## config.mk

```make
export PLATFORM = sky130hd
export DESIGN_NAME = rank_order_sorter_flat
export DESIGN_NICKNAME = d
export VERILOG_FILES = /design/src/rtl/rank_order_sorter_if.sv /design/src/rtl/rank_order_sorter.sv /design/src/flat_wrapper.sv
export SDC_FILE = /design/constraint.sdc
export NUM_CORES = 2
export LEC_CHECK = 0
export CELL_PAD_IN_SITES_DETAIL_PLACEMENT = 0
export CELL_PAD_IN_SITES_GLOBAL_PLACEMENT = 1
export CORE_UTILIZATION = 50
export CTS_BUF_LIST = sky130_fd_sc_hd__clkbuf_8 sky130_fd_sc_hd__clkbuf_16
export DETAILED_ROUTE_END_ITERATION = 8
export PLACE_DENSITY_LB_ADDON = 0.2
export SYNTH_ARGS = -nofsm -noshare
export SYNTH_HDL_FRONTEND = slang
export SYNTH_SLANG_ARGS = --single-unit
```

## constraint.sdc

```tcl
create_clock -name clk -period 8.3 [get_ports clk]
set_clock_uncertainty 0.1 [all_clocks]
set_input_delay 0.83 -clock clk [delete_from_list [all_inputs] [get_ports clk]]
set_output_delay 0.83 -clock clk [all_outputs]
set_load 0.02 [all_outputs]
```

## src/rtl/rank_order_sorter_if.sv

```systemverilog
`default_nettype none
// ---------------------------------------------------------------------------
// rank_order_sorter_if : image load, sort control and AER event bundle
// Rev 1.0
// ---------------------------------------------------------------------------
interface rank_order_sorter_if #(
  parameter int IMAGE_SIZE      = 256,
  parameter int PIXEL_MAX_VALUE = 255
);
  localparam int IMAGE_SIZE_BITS = $clog2(IMAGE_SIZE);
  localparam int PIXEL_BITS      = $clog2(PIXEL_MAX_VALUE);

  logic                       img_wr_en;
  logic [IMAGE_SIZE_BITS-1:0] img_wr_addr;
  logic [PIXEL_BITS-1:0]      img_wr_data;
  logic                       start;
  logic                       aerin_ctrl_busy;
  logic [IMAGE_SIZE_BITS+1:0] next_index;
  logic                       found_next_index;
  logic                       sort_busy;
  logic                       sort_done;

  modport master (
    output img_wr_en, img_wr_addr, img_wr_data, start, aerin_ctrl_busy,
    input  next_index, found_next_index, sort_busy, sort_done
  );

  modport slave (
    input  img_wr_en, img_wr_addr, img_wr_data, start, aerin_ctrl_busy,
    output next_index, found_next_index, sort_busy, sort_done
  );
endinterface
`default_nettype wire

```

## src/rtl/rank_order_sorter.sv

```systemverilog
`default_nettype none
// ---------------------------------------------------------------------------
// rank_order_sorter : emits pixel indices in descending grey level order
// Rev 1.0
// ---------------------------------------------------------------------------
module rank_order_sorter #(
  parameter int IMAGE_SIZE      = 256,
  parameter int IMAGE_SIZE_BITS = $clog2(IMAGE_SIZE),
  parameter int PIXEL_MAX_VALUE = 255,
  parameter int PIXEL_BITS      = $clog2(PIXEL_MAX_VALUE),
  parameter int MIN_LEVEL       = 1
) (
  input  logic              clk,
  input  logic              rst_n,
  rank_order_sorter_if.slave bus
);
  typedef enum logic [2:0] {
    S_IDLE    = 3'd0,
    S_SCAN    = 3'd1,
    S_EMIT    = 3'd2,
    S_WAIT_HI = 3'd3,
    S_WAIT_LO = 3'd4,
    S_DONE    = 3'd5
  } state_t;

  localparam logic [IMAGE_SIZE_BITS-1:0] ADDR_LAST = IMAGE_SIZE_BITS'(IMAGE_SIZE - 1);
  localparam logic [IMAGE_SIZE_BITS:0]   SIZE_EXT  = (IMAGE_SIZE_BITS + 1)'(IMAGE_SIZE);
  localparam logic [PIXEL_BITS-1:0]      LEVEL_MAX = PIXEL_BITS'(PIXEL_MAX_VALUE);
  localparam logic [PIXEL_BITS-1:0]      LEVEL_MIN = PIXEL_BITS'(MIN_LEVEL);

  state_t                     state_q, state_d;
  logic [PIXEL_BITS-1:0]      level_q, level_d;
  logic [IMAGE_SIZE_BITS-1:0] addr_q, addr_d;
  logic [IMAGE_SIZE_BITS+1:0] next_index_q, next_index_d;
  logic                       found_q, found_d;
  logic                       sort_busy_q, sort_busy_d;
  logic                       sort_done_q, sort_done_d;
  logic [PIXEL_BITS-1:0]      pix_q [IMAGE_SIZE];
  logic [PIXEL_BITS-1:0]      pix_d [IMAGE_SIZE];

  logic                       idle_like;
  logic                       wr_ok;
  logic                       hit;
  logic                       last_slot;
  logic [IMAGE_SIZE_BITS-1:0] adv_addr;
  logic [PIXEL_BITS-1:0]      adv_level;

  assign idle_like = (state_q == S_IDLE) || (state_q == S_DONE);
  assign wr_ok     = bus.img_wr_en && idle_like && ({1'b0, bus.img_wr_addr} < SIZE_EXT);
  assign hit       = (pix_q[addr_q] == level_q);
  assign last_slot = (level_q == LEVEL_MIN) && (addr_q == ADDR_LAST);

  // Address wraps into the next lower level; never evaluated on the last slot, so no level underflow.
  always_comb begin
    adv_addr  = addr_q + IMAGE_SIZE_BITS'(1);
    adv_level = level_q;
    if (addr_q == ADDR_LAST) begin
      adv_addr  = '0;
      adv_level = level_q - PIXEL_BITS'(1);
    end
  end

  always_comb begin
    pix_d = pix_q;
    if (wr_ok) begin
      pix_d[bus.img_wr_addr] = bus.img_wr_data;
    end
  end

  always_comb begin
    state_d      = state_q;
    level_d      = level_q;
    addr_d       = addr_q;
    next_index_d = next_index_q;
    found_d      = 1'b0;
    sort_busy_d  = sort_busy_q;
    sort_done_d  = sort_done_q;
    case (state_q)
      S_IDLE, S_DONE: begin
        if (bus.start) begin
          level_d     = LEVEL_MAX;
          addr_d      = '0;
          sort_busy_d = 1'b1;
          sort_done_d = 1'b0;
          state_d     = S_SCAN;
        end
      end
      S_SCAN: begin
        if (hit) begin
          // Strobe is registered here so it is visible for the single EMIT cycle.
          next_index_d = {2'b00, addr_q};
          found_d      = 1'b1;
          state_d      = S_EMIT;
        end else if (last_slot) begin
          sort_busy_d = 1'b0;
          sort_done_d = 1'b1;
          state_d     = S_DONE;
        end else begin
          level_d = adv_level;
          addr_d  = adv_addr;
        end
      end
      S_EMIT: begin
        state_d = S_WAIT_HI;
      end
      S_WAIT_HI: begin
        if (bus.aerin_ctrl_busy) begin
          state_d = S_WAIT_LO;
        end
      end
      S_WAIT_LO: begin
        if (!bus.aerin_ctrl_busy) begin
          if (last_slot) begin
            sort_busy_d = 1'b0;
            sort_done_d = 1'b1;
            state_d     = S_DONE;
          end else begin
            level_d = adv_level;
            addr_d  = adv_addr;
            state_d = S_SCAN;
          end
        end
      end
      default: begin
        state_d = S_IDLE;
      end
    endcase
  end

  always_ff @(posedge clk or negedge rst_n) begin
    if (!rst_n) begin
      state_q      <= S_IDLE;
      level_q      <= LEVEL_MAX;
      addr_q       <= '0;
      next_index_q <= '0;
      found_q      <= 1'b0;
      sort_busy_q  <= 1'b0;
      sort_done_q  <= 1'b0;
      for (int i = 0; i < IMAGE_SIZE; i++) begin
        pix_q[i] <= '0;
      end
    end else begin
      state_q      <= state_d;
      level_q      <= level_d;
      addr_q       <= addr_d;
      next_index_q <= next_index_d;
      found_q      <= found_d;
      sort_busy_q  <= sort_busy_d;
      sort_done_q  <= sort_done_d;
      pix_q        <= pix_d;
    end
  end

  assign bus.next_index       = next_index_q;
  assign bus.found_next_index = found_q;
  assign bus.sort_busy        = sort_busy_q;
  assign bus.sort_done        = sort_done_q;
endmodule
`default_nettype wire

```

## src/flat_wrapper.sv

```systemverilog
// flat-port wrapper written by rule: the top's interface ports become plain ports
module rank_order_sorter_flat 
#(
  parameter int IMAGE_SIZE      = 256,
  parameter int IMAGE_SIZE_BITS = $clog2(IMAGE_SIZE),
  parameter int PIXEL_MAX_VALUE = 255,
  parameter int PIXEL_BITS      = $clog2(PIXEL_MAX_VALUE),
  parameter int MIN_LEVEL       = 1
)
  (clk, rst_n, bus_img_wr_en, bus_img_wr_addr, bus_img_wr_data, bus_start, bus_aerin_ctrl_busy, bus_next_index, bus_found_next_index, bus_sort_busy, bus_sort_done);
  rank_order_sorter_if #(.IMAGE_SIZE(IMAGE_SIZE), .PIXEL_MAX_VALUE(PIXEL_MAX_VALUE)) bus_i ();
  input  logic clk;
  input  logic rst_n;
  input wire logic [$bits(bus_i.img_wr_en)-1:0] bus_img_wr_en;
  input wire logic [$bits(bus_i.img_wr_addr)-1:0] bus_img_wr_addr;
  input wire logic [$bits(bus_i.img_wr_data)-1:0] bus_img_wr_data;
  input wire logic [$bits(bus_i.start)-1:0] bus_start;
  input wire logic [$bits(bus_i.aerin_ctrl_busy)-1:0] bus_aerin_ctrl_busy;
  output wire logic [$bits(bus_i.next_index)-1:0] bus_next_index;
  output wire logic [$bits(bus_i.found_next_index)-1:0] bus_found_next_index;
  output wire logic [$bits(bus_i.sort_busy)-1:0] bus_sort_busy;
  output wire logic [$bits(bus_i.sort_done)-1:0] bus_sort_done;
  assign bus_i.img_wr_en = bus_img_wr_en;
  assign bus_i.img_wr_addr = bus_img_wr_addr;
  assign bus_i.img_wr_data = bus_img_wr_data;
  assign bus_i.start = bus_start;
  assign bus_i.aerin_ctrl_busy = bus_aerin_ctrl_busy;
  assign bus_next_index = bus_i.next_index;
  assign bus_found_next_index = bus_i.found_next_index;
  assign bus_sort_busy = bus_i.sort_busy;
  assign bus_sort_done = bus_i.sort_done;
  rank_order_sorter #(.IMAGE_SIZE(IMAGE_SIZE), .IMAGE_SIZE_BITS(IMAGE_SIZE_BITS), .PIXEL_MAX_VALUE(PIXEL_MAX_VALUE), .PIXEL_BITS(PIXEL_BITS), .MIN_LEVEL(MIN_LEVEL)) u_core (.clk(clk), .rst_n(rst_n), .bus(bus_i));
endmodule
```

======== After elaboration in Yosys (flattened, before gate mapping) ========
Index checks and enable logic that the tools add are counted.
operators by class
  reduce and logical (&&, ||, !) cells .... 10
  multiplexer cells ....................... 37
  equality and inequality tests ........... 13
  order comparisons ....................... 3
  bitwise operators ....................... 2
  $add $sub $neg .......................... 2
operator list
  kind                   number
  $bwmux W2048           1
  $mux W8                13
  $bmux W8 S8            1
  $demux W8 S8           1
  $pmux W8 S3            2
  $ge A9 B9 Y1 const B   2
  $mux W3                6
  $not A8 Y9             2
  $pmux W3 S5            1
  $mux W1                10
  $lt A9 B1 Y1 const B   1
  $add A8 B1 Y8 const B  1
  $eq A8 B1 Y1 const B   1
  $eq A8 B8 Y1           1
  $eq A8 B8 Y1 const B   1
  $ne A2 B2 Y1 const B   4
  $reduce_and A4 Y1      2
  $sub A8 B1 Y8 const B  1
  $eq A3 B2 Y1 const B   2
  $eq A3 B3 Y1 const B   2
  $pmux W1 S3            2
  $eq A3 B1 Y1 const B   1
  $logic_and A1 B1 Y1    3
  $logic_not A3 Y1       1
  other kinds (5)        5
word-level totals
  register bits ........................... 2078
  output and inout bits ................... 13

======== Logic depth before layout (Yosys ltp) ========
  word-level depth ........................ 7
  mapped depth ............................ 19
  depth with buffers taken out ............ 11

======== Least setup slack after synthesis ========
Ideal clock, no wire load.
  path type ............................... register to register
  start point ............................. register u_core.addr_q[0]
  end point ............................... register u_core.level_q[0]
  setup time .............................. 0.075 ns
  path buffers ............................ 5
  clock period less this slack ............ 3.636 ns
  cell stages (with the launch flop) ...... 16
  path slack .............................. 4.664 ns
  data arrival time ....................... 3.461 ns
  path through ............................ dfrtp_1 > buf_6 > buf_12 > buf_12 > buf_4 > mux4_2 > a211o_1 > a31oi_1 > o41ai_2 > a32oi_1 > xnor2_1 > nor2_1 > and4_1 > buf_6 > or4_4 > mux2i_1
between the ends
  cells in the longest elaborated chain, start to end .. 7
  elaborated cells on any way between the ends .. 14
  classes of those cells .................. eq/ne (3); mux (8); bitwise (1); reduce/logical (2)
RTL lines
  what                                         line                      text
  from (decl)                                  rank_order_sorter.sv:33   logic [IMAGE_SIZE_BITS-1:0] addr_q, addr_d;
  from (signal assigned)                       rank_order_sorter.sv:145  addr_q <= addr_d;
  $not A8 Y9 (implied by the code)             rank_order_sorter.sv:50   assign hit = (pix_q[addr_q] == level_q);
  $bmux W8 S8                                  rank_order_sorter.sv:50
  $mux W8 (implied by the code) (2 in series)  rank_order_sorter.sv:50
  $eq A8 B8 Y1                                 rank_order_sorter.sv:50
  $ne A2 B2 Y1 (no source line)                --
  $reduce_and A4 Y1 (no source line)           --
  to (signal assigned)                         rank_order_sorter.sv:144  level_q <= level_d;
  to (decl)                                    rank_order_sorter.sv:32   logic [PIXEL_BITS-1:0] level_q, level_d;
Several ways; a longest one is shown, not always the timed one. The select of a mux whose other input is x is not followed.
A chain may end at the register's enable or synchronous reset.

======== Worst setup path after layout ========
  start point ............................. register u_core.addr_q[1]
  end point ............................... register u_core.addr_q[6]
between the ends
  cells in the longest elaborated chain, start to end .. 7
  elaborated cells on any way between the ends .. 15
  classes of those cells .................. add/sub (1); eq/ne (3); mux (8); bitwise (1); reduce/logical (2)
RTL lines
  what                                         line
  $not A8 Y9 (implied by the code)             rank_order_sorter.sv:50
  $bmux W8 S8                                  rank_order_sorter.sv:50
  $mux W8 (implied by the code) (2 in series)  rank_order_sorter.sv:50
  $eq A8 B8 Y1                                 rank_order_sorter.sv:50
  $ne A2 B2 Y1 (no source line)                --
  $reduce_and A4 Y1 (no source line)           --
Several ways; a longest one is shown, not always the timed one. The select of a mux whose other input is x is not followed.

==> impl_metrics.csv <==
group,metric,value,unit
route,vias,57030,
global_route,gr-total-overflow,0,
sta,fin_tns_setup,0,ps
pwr,peakVddDrop,0.334,mV
die,dieHeight,440,um
route,drt-total-wl,284,mm
route,wl_per_cell,31.8,um
logic_synthesis,syn_inst,6317,
global_route,grt_max_degree,181,
sta,maxSlewHeadroom,0.0641,
logic_synthesis,synthFlopType,"dfrtp_1",
route,drc_errors,0,
pwr,powerDensity,247,mW/mm^2
clock_tree,root_buffer,"clkbuf_16",
global_route,grt_use_total,0.297,
finish,fill_cells,15268,
global_route,grt_pass1_vias,58093,
global_route,grt_pass1_wl,419,mm
die,ios,34,
setup_path,crit_arrival,6830,ps
logic_synthesis,yosysSeqAreaShare,0.541,
sta,rsz0062_at_grt,"false",
logic_synthesis,syn_area_per_cell,15.2,um^2
finish,final_cell_mix,"dfrtp_1, mux2_2, mux4_2",
placement,port_buffers,31,
finish,layout.nets,6233,
global_route,grt_antenna_before_repair,11,
clock_tree,worstSkewPairLatency,870,ps
finish,regArea,0.0520,mm^2
clock_tree,cts_sinks,2078,
setup_path,setup.worst_path.class,"reg2reg",
sta,hold_violations,0,
logic_synthesis,syn_area,0.0961,mm^2
clock_tree,cts_inserted_buffers,220,
finish,drive_above_1_share,0.477,
placement,dpl.hpwl,182,mm
finish,mostFrequentLayoutCell,"dfrtp_1",
logic_synthesis,async_flop_share,1.00,
sta,tightestPinTransition,1370,ps
route,first_pass_iters,5,
logic_synthesis,synth_edf_count,0,
clock_tree,htreeDepth,4,
clock_tree,postCtsResizedCells,0,
logic_synthesis,yosysUniqueCellTypes,94,
sta,period_needed,6170,ps
sta,whs,396,ps
logic_synthesis,synth_warnings,0,
placement,gp_congestion,0.934,
die,dieArea,0.194,mm^2
setup_path,startpoint_type,"flip-flop",
status,status,"completed",
sta,finalCritPeriodShare,0.743,
job,maxCapViolations,0,
setup_path,cp_max_fo,45,
setup_path,crit_required,8970,ps
clock_tree,tritoncts,"yes",
finish,multi_input_area,0.0413,mm^2
die,die_x,440,um
finish,syn_to_final_growth,9.88,%
die,rows,160,
die,initial_core_util,0.504,
route,ant_nets,0,
sta,finalSetupViolations,0,
route,drt-initial-drc-count,5053,
clock_tree,cts_buffer_depth,3,
logic_synthesis,yosys_register_bits,2078,
die,core_area,0.191,mm^2
sta,max_freq,0.162,GHz
route,vias_per_cell,6.40,
min_path,hold_class,"reg2reg",
sta,slew_violations,0,
clock_tree,path_clk_slew,60,ps
setup_path,endpoint_kind,"flip-flop",
pwr,leakage,0.0514,uW
cells in the mapped netlist (7+ instances only):
cell          n  area share
a2111oi_0    19      0.0017
a211oi_1     24      0.0019
a21oi_1      42      0.0022
a221oi_1     10     0.00091
a22o_1       23      0.0021
a22oi_1      52      0.0041
a31oi_1      18      0.0012
and2_1        9     0.00059
and3_1        9     0.00059
buf_1        14     0.00055
buf_12       16      0.0033
buf_2        49      0.0026
buf_4        46      0.0036
buf_6        49      0.0057
buf_8        10      0.0016
clkbuf_1    298       0.012
dfrtp_1    2070        0.54
dfstp_2       8      0.0022
inv_1        10     0.00039
mux2_2     2059        0.24
mux2i_1     202       0.021
mux4_1       28      0.0077
mux4_2      420       0.098
nand2_1     289       0.011
nand2b_1     21      0.0014
nand3_1      31      0.0016
nand4_1      12     0.00078
nor2_1      149      0.0058
nor2b_1      19      0.0012
nor3_1       37      0.0019
nor4_1       12     0.00078
o21ai_0      23      0.0012
o21ai_1       7     0.00036
o221ai_1     16      0.0015
o22ai_1      65      0.0042
o31ai_1       7     0.00055
or2_2        15     0.00098
registers in the layout, summed over array words and instances (netlist names):
name                         count
u_core.bus.next_index            8
u_core.bus.found_next_index      1
u_core.bus.sort_busy             1
u_core.pix_q                  2048
u_core.addr_q                    8
u_core.level_q                   8
u_core.state_q                   3
u_core.bus.sort_done             1
worst max-delay path: stages, from the launching register on:
cell and delay [ps]:
dfrtp_4 800, buf_4 800, nor2_4 60, buf_4 350, a22o_1 330, o41ai_1 810
a21oi_1 360, a41oi_1 660, o22ai_1 210, xor2_1 220, nor4_2 360, and4_1 480
nor3_4 160, a31o_2 260
final timing paths:
| kind | end | cells after the start | slack, ps | startpoint |
|---|---|---|---|---|
| min in group asynchronous | u_core.pix_q[1974]$_DFFE_PN0P_ | 2 | 520 | rst_n |
| max reg2reg | u_core.addr_q[6]$_DFFE_PN0P_ | 13 | 2130 | u_core.addr_q[1]$_DFFE_PN0P_ |
| min reg2reg | u_core.pix_q[1648]$_DFFE_PN0P_ | 1 | 400 | u_core.pix_q[1648]$_DFFE_PN0P_ |
| max in group asynchronous | u_core.pix_q[1477]$_DFFE_PN0P_ | 4 | 5420 | rst_n |
| min | u_core.pix_q[1648]$_DFFE_PN0P_ | 1 | 400 | u_core.pix_q[1648]$_DFFE_PN0P_ |
| max | u_core.addr_q[6]$_DFFE_PN0P_ | 13 | 2130 | u_core.addr_q[1]$_DFFE_PN0P_ |
through the flow:
step	utilization	instances	total power, uW	setup slack (ps)	instance area (um^2)
after floorplan	-	6318	14300	4660	96100
after global placement	0.515	8497	16200	2340	98100
after detailed placement	0.515	8497	16300	2370	98100
after CTS	0.554	8907	26300	2350	106000
after global routing	0.554	8909	26900	2280	106000
final	0.554	8912	26100	2130	106000
kinds of logic (layout without fill, tap and decap cells):
kind of cell | count (synthesis) | after routing | share of synthesized area
AOI/OAI and AO/OA | 367 | 367 | 0.0278
adders and majority gates | 3 | 3 | 0.000391
other | 1 | 7 | 0.0000390
DFF | 2078 | 2078 | 0.541
xor gates and xnor gates | 9 | 9 | 0.000820
muxes | 2712 | 2712 | 0.369
buffers and inverters | 504 | 582 | 0.0305
and+or+nand+nor | 643 | 643 | 0.0305
layer usage:
layer	GRT usage	routed length [um]	up-vias
met3	0.0575	18900	524
met1	0.426	124000	31188
met2	0.447	129000	1881
met4	0.115	12000	2
met5	0	13	-
li1	-	-	23435
area by class of cell:
cell class | instances | area share
Sequential cell | 2078 | 0.493
Multi-Input combinational cell | 3736 | 0.391
Clock buffer | 294 | 0.0620
Tap cell | 2511 | 0.0297
Timing Repair Buffer | 163 | 0.0153
Clock inverter | 115 | 0.00899
Inverter | 10 | 0.000355
Antenna cell | 5 | 0.000118
power by group:
| part | switching (uW) | internal (uW) | total, uW |
|---|---|---|---|
| sequential | 217 | 10200 | 10400 |
| combinational | 3970 | 1720 | 5690 |
| clock | 4240 | 5790 | 10000 |
| total | 8430 | 17700 | 26100 |
repair_timing:
item | 4_1_cts | 5_1_grt
hold buffers | 1 | 0
buffers inserted | 0 | 0
endpoints found under the hold margin | 109 | 0
Note: power is estimated with default switching activity, not from simulation.
